File: src/rtl/bitmap_pkg.sv
`default_nettype none
// +----------------------------------------------------------------------+
// | Package    : bitmap_pkg                                              |
// | Description: Shared constants and types for the bitmap character     |
// |              memory, its write-side loader and the VGA renderer.     |
// | Revision   : 1.0  initial release                                    |
// +----------------------------------------------------------------------+
package bitmap_pkg;

  // Pixel width (RGB 4:4:4)
  localparam int PIX_W    = 12;
  // Pixels per character tile and tile edge length
  localparam int CHAR_PIX = 256;
  localparam int CHAR_DIM = 16;
  // Width of the in-tile pixel counter
  localparam int CNT_W    = $clog2(CHAR_PIX);

  // Loader control states
  typedef enum logic [1:0] {
    IDLE = 2'd0,
    LOAD = 2'd1,
    DONE = 2'd2
  } loader_state_t;

endpackage : bitmap_pkg
`default_nettype wire

File: src/rtl/bitmap_loader.sv
`default_nettype none
// +----------------------------------------------------------------------+
// | Module     : bitmap_loader                                           |
// | Description: Write-side companion of the bitmap character memory.    |
// |              Takes a start command plus 256 pixel words for a 16x16  |
// |              tile and writes them row-major at char_idx*256.         |
// | Options    : BITMAP_LOADER_CKSUM_EN enables the XOR pixel checksum;  |
// |              without it cksum is tied to zero.                       |
// | Revision   : 1.0  initial release                                    |
// +----------------------------------------------------------------------+
module bitmap_loader #(
  parameter int PIX_W     = 12,
  parameter int ADDR_W    = 12,
  parameter int NUM_CHARS = 4
) (
  input  logic                        clk,
  input  logic                        reset_n,
  input  logic                        start,
  input  logic [$clog2(NUM_CHARS):0]  char_idx,
  input  logic                        in_valid,
  output logic                        in_ready,
  input  logic [PIX_W-1:0]            in_pixel,
  input  logic                        abort,
  output logic                        wr_en,
  output logic [ADDR_W-1:0]           wr_addr,
  output logic [PIX_W-1:0]            wr_data,
  output logic                        busy,
  output logic                        done,
  output logic                        err,
  output logic [PIX_W-1:0]            cksum
);

  import bitmap_pkg::*;

  // Tile index width as seen on the char_idx port
  localparam int IDX_W = $clog2(NUM_CHARS) + 1;
  // Number of tiles, sized to compare directly against char_idx
  localparam logic [IDX_W-1:0] C_NUM_CHARS = IDX_W'(NUM_CHARS);
  // Counter value of the final pixel in a tile
  localparam logic [CNT_W-1:0] C_LAST_PIX  = CNT_W'(CHAR_PIX - 1);

  loader_state_t      state_q, state_d;
  logic [CNT_W-1:0]   cnt_q, cnt_d;
  logic [IDX_W-1:0]   base_q, base_d;
  logic               wr_en_q, wr_en_d;
  logic [ADDR_W-1:0]  wr_addr_q, wr_addr_d;
  logic [PIX_W-1:0]   wr_data_q, wr_data_d;
  logic               err_q, err_d;

  logic               idx_legal;
  logic               load_entry;
  logic               handshake;

  // Stream handshake and command decode; abort blocks acceptance in the same cycle
  always_comb begin
    in_ready   = (state_q == LOAD) && !abort;
    handshake  = in_valid && in_ready;
    idx_legal  = (char_idx < C_NUM_CHARS);
    load_entry = (state_q == IDLE) && start && idx_legal;
  end

  // Next-state, counter and registered write-port computation
  always_comb begin
    state_d   = state_q;
    cnt_d     = cnt_q;
    base_d    = base_q;
    wr_en_d   = 1'b0;
    wr_addr_d = wr_addr_q;
    wr_data_d = wr_data_q;
    err_d     = 1'b0;

    unique case (state_q)
      IDLE: begin
        if (start) begin
          if (idx_legal) begin
            state_d = LOAD;
            base_d  = char_idx;
            cnt_d   = '0;
          end else begin
            err_d   = 1'b1;
          end
        end
      end
      LOAD: begin
        if (abort) begin
          state_d = IDLE;
          cnt_d   = '0;
        end else if (handshake) begin
          // Address is the tile index concatenated with the in-tile offset,
          // so a load can never spill into the neighbouring tile.
          wr_en_d   = 1'b1;
          wr_addr_d = ADDR_W'({base_q, cnt_q});
          wr_data_d = in_pixel;
          cnt_d     = cnt_q + 1'b1;
          if (cnt_q == C_LAST_PIX) begin
            state_d = DONE;
          end
        end
      end
      DONE: begin
        state_d = IDLE;
      end
      default: begin
        state_d = IDLE;
      end
    endcase
  end

  // State, counter and write-port registers
  always_ff @(posedge clk or negedge reset_n) begin
    if (!reset_n) begin
      state_q   <= IDLE;
      cnt_q     <= '0;
      base_q    <= '0;
      wr_en_q   <= 1'b0;
      wr_addr_q <= '0;
      wr_data_q <= '0;
      err_q     <= 1'b0;
    end else begin
      state_q   <= state_d;
      cnt_q     <= cnt_d;
      base_q    <= base_d;
      wr_en_q   <= wr_en_d;
      wr_addr_q <= wr_addr_d;
      wr_data_q <= wr_data_d;
      err_q     <= err_d;
    end
  end

`ifdef BITMAP_LOADER_CKSUM_EN
  logic [PIX_W-1:0] cksum_q, cksum_d;

  // Running XOR of accepted pixels, restarted each time a load begins
  always_comb begin
    cksum_d = cksum_q;
    if (load_entry) begin
      cksum_d = '0;
    end else if (handshake) begin
      cksum_d = cksum_q ^ in_pixel;
    end
  end

  // Checksum register
  always_ff @(posedge clk or negedge reset_n) begin
    if (!reset_n) begin
      cksum_q <= '0;
    end else begin
      cksum_q <= cksum_d;
    end
  end

  assign cksum = cksum_q;
`else
  assign cksum = '0;
`endif

  // Status and write-port outputs; done is the single DONE-state cycle
  always_comb begin
    wr_en   = wr_en_q;
    wr_addr = wr_addr_q;
    wr_data = wr_data_q;
    err     = err_q;
    done    = (state_q == DONE);
    busy    = (state_q == LOAD) || (state_q == DONE);
  end

endmodule : bitmap_loader
`default_nettype wire
File: config.mk
export PLATFORM = sky130hd
export DESIGN_NAME = bitmap_loader
export DESIGN_NICKNAME = d
export VERILOG_FILES = /design/src/rtl/bitmap_pkg.sv /design/src/rtl/bitmap_loader.sv
export SDC_FILE = /design/constraint.sdc
export NUM_CORES = 1
export LEC_CHECK = 0
export BUFFER_PORTS_ARGS = -buffer_cell sky130_fd_sc_hd__buf_2
export CORE_MARGIN = 2
export CORE_UTILIZATION = 44
export CTS_CLUSTER_SIZE = 16
export DETAILED_ROUTE_END_ITERATION = 8
export PLACE_DENSITY = 0.72
export SYNTH_ARGS = -nofsm -noshare
export SYNTH_HDL_FRONTEND = slang
export SYNTH_SLANG_ARGS = --single-unit
File: constraint.sdc
create_clock -name clk -period 1.7 [get_ports clk]
set_input_delay 0.17 -clock clk [delete_from_list [all_inputs] [get_ports clk]]
set_output_delay 0.17 -clock clk [all_outputs]
set_load 0.005 [all_outputs]
==> impl_metrics.tcl <==
set metrics [dict create \
    layout_commonest_cell "buf_2" \
    dieArea_um2 4400 \
    drc 0 \
    wl_per_cell_um 12.6 \
    fmax_mhz 603 \
    fillers 358 \
    antenna-diode-count 0 \
    start_util_pct 46.3 \
    portBuffers 47 \
    synth_cell_types 27 \
    finish.net_count 237 \
    cts_setup_buffers 0 \
    grt_first_pass_wirelength_um 5260 \
    dieHeight_um 66.3 \
    synth-seq-area-share_pct 55.7 \
    netlist_instances 155 \
    routed_wl_um 3300 \
    p_leak_nw 1.13 \
    clkSinkCount 38 \
    register_area_um2 951 \
    avgSynthCellArea_um2 11.0 \
    setup_viol 0 \
    cts_max_level 2 \
    pin_count 61 \
    clkLatencyLatePin_ps 280 \
    root_buffer "clkbuf_8" \
    arrival_ps 1830 \
    netlist_area_um2 1710 \
    gp_congestion 0.820 \
    grt_use_total_pct 16.2 \
    ant_nets 0 \
    rows 22 \
    worstHoldPathType "input port to register" \
    cts_buffers 5 \
    clkTransAtPathRegs_ps 70 \
    via_per_inst 4.84 \
    ys_seq_elements 38 \
    critPathKind "register to register" \
    cp_data_required_time_ps 1870 \
    syn_to_final_growth_pct 22.6 \
    crit_fanout 5 \
    start_kind "register" \
    drive_gt1_share_pct 38.5 \
    max_cap_violations 0 \
    overflow 0 \
    die_x_um 66.3 \
    multi_input_area_um2 673 \
    p_total_mw 2.77 \
    whs_ps 108 \
    drv_slew 0 \
    place.detailed.hpwl_um 2300 \
    grt_max_degree 39 \
    layout_common_cells "buf_2 (47), dfrtp_1 (38), nand2_1 (31), mux2_2 (18), conb_1 (13)" \
    antenna_found_initial 0 \
    core_area_um2 3690 \
    hold_viol 0 \
    post-route-period-util_pct 97.6 \
    dr.pass1.iters 4 \
    status "finished, final reports clean" \
    cts_buffer_depth 2 \
    vias 1262 \
    first_iter_violations 26 \
    fin_crit_ps 1660 \
    grt_pass1_vias 1204 \
    pwr_density_cell_nw_per_um2 1320 \
    irDropWorstVdd_uv 690 \
    critical_path.endpoint_type "register" \
    yosys_warnings 0 \
    cts_tree "done" \
    fin_skew_ps 6.67 \
]
## per-layer routing
metal | global-route usage (%) | wire length, um | share of wire, % | up-vias
met2 | 26.9 | 1610 | 49 | 45
met5 | 0 | 0 | 0 | -
met1 | 19.0 | 1420 | 43 | 599
li1 | - | - | - | 613
met3 | 5.45 | 221 | 6.7 | 5
met4 | 7.14 | 51 | 1.5 | 0
## worst max-delay path, stage by stage (launching register included)
cell and delay, ps:
dfrtp_1 400, ha_1 210, and3_1 200, and3_1 210, o21ai_1 170, mux2_2 350
## per-stage QoR
step	worst slack (ps)	setup TNS [ps]	cells	util, %	instance area, um2
final	41.6	0	261	56.8	2090
after global routing	-12.2	-12.2	261	56.8	2090
after CTS	34.1	0	260	56.4	2080
after floorplan	43.4	0	167	-	1750
after global placement	63.5	0	252	54.0	1990
after detailed placement	37.1	0	252	54.0	1990
## report_power, final
group	internal (mW)	total [mW]	switching, mW
Sequential	1.16	1.27	0.116
Clock	0.281	0.573	0.293
Combinational	0.492	0.920	0.428
## flip-flops by register name, indices dropped and copies added (netlist names)
name and count:
cnt_q 8, base_q 3, wr_addr 11, state_q 2, wr_en 1, wr_data 12
err 1
## cells in the mapped netlist
cell type	count	area, um2
nand2b_1	2	12.5
and2_1	2	12.5
dfrtp_1	38	951
a21oi_1	3	15.0
o21ai_0	8	40.0
clkinv_1	1	3.75
nand4_1	1	6.26
and4_1	1	8.76
buf_4	13	97.6
nor2_1	5	18.8
nand2_1	31	116
buf_6	1	11.3
a221o_2	1	11.3
a41oi_1	1	8.76
and3_1	5	31.3
mux2_2	18	203
o21ai_1	6	30.0
nand3_1	1	5.00
conb_1	1	3.75
ha_1	4	50.1
clkbuf_1	1	3.75
mux2_4	1	15.0
nand3b_1	2	15.0
inv_2	1	3.75
buf_2	2	10.0
a31oi_1	2	12.5
inv_1	3	11.3
## timing repair
action                                 CTS  global route
gates resized for setup                  0             4
hold buffers                             1             0
endpoints found under the hold margin   38             0
setup endpoints to repair                0             8
## cell type report
cell class	instances	area share, %
sequential	38	45.4
clock inverter	1	0.359
timing repair buffer	55	14.8
multi-input combinational	108	32.2
inverter	5	0.897
tap	48	2.87
clock buffer	6	3.47
## kinds of logic after synthesis
group / after synthesis / share of synthesized area (%)
AOI/OAI and AO/OA: 21 / 6.89
adders and majority gates: 4 / 2.93
buffers and inverters: 22 / 8.28
DFF: 38 / 55.7
muxes: 19 / 12.7
other: 1 / 0.220
and+or+nand+nor: 50 / 13.3
## path summary, 6_finish.rpt
| kind | startpoint | slack, ps | depth (start not counted) | endpoint |
|---|---|---|---|---|
| worst max-delay path | cnt_q[1] | 40 | 5 | state_q[0] |
| worst min-delay path | in_pixel[10] | 110 | 2 | wr_data[10] |
| worst max register to register | cnt_q[1] | 40 | 5 | state_q[0] |
| worst min register to register | wr_addr[4] | 480 | 2 | wr_addr[4] |
| max in group asynchronous | reset_n | 880 | 3 | wr_addr[1] |
| min in group asynchronous | reset_n | 480 | 3 | base_q[0] |
No activity file was read; power rests on OpenSTA's default activity.
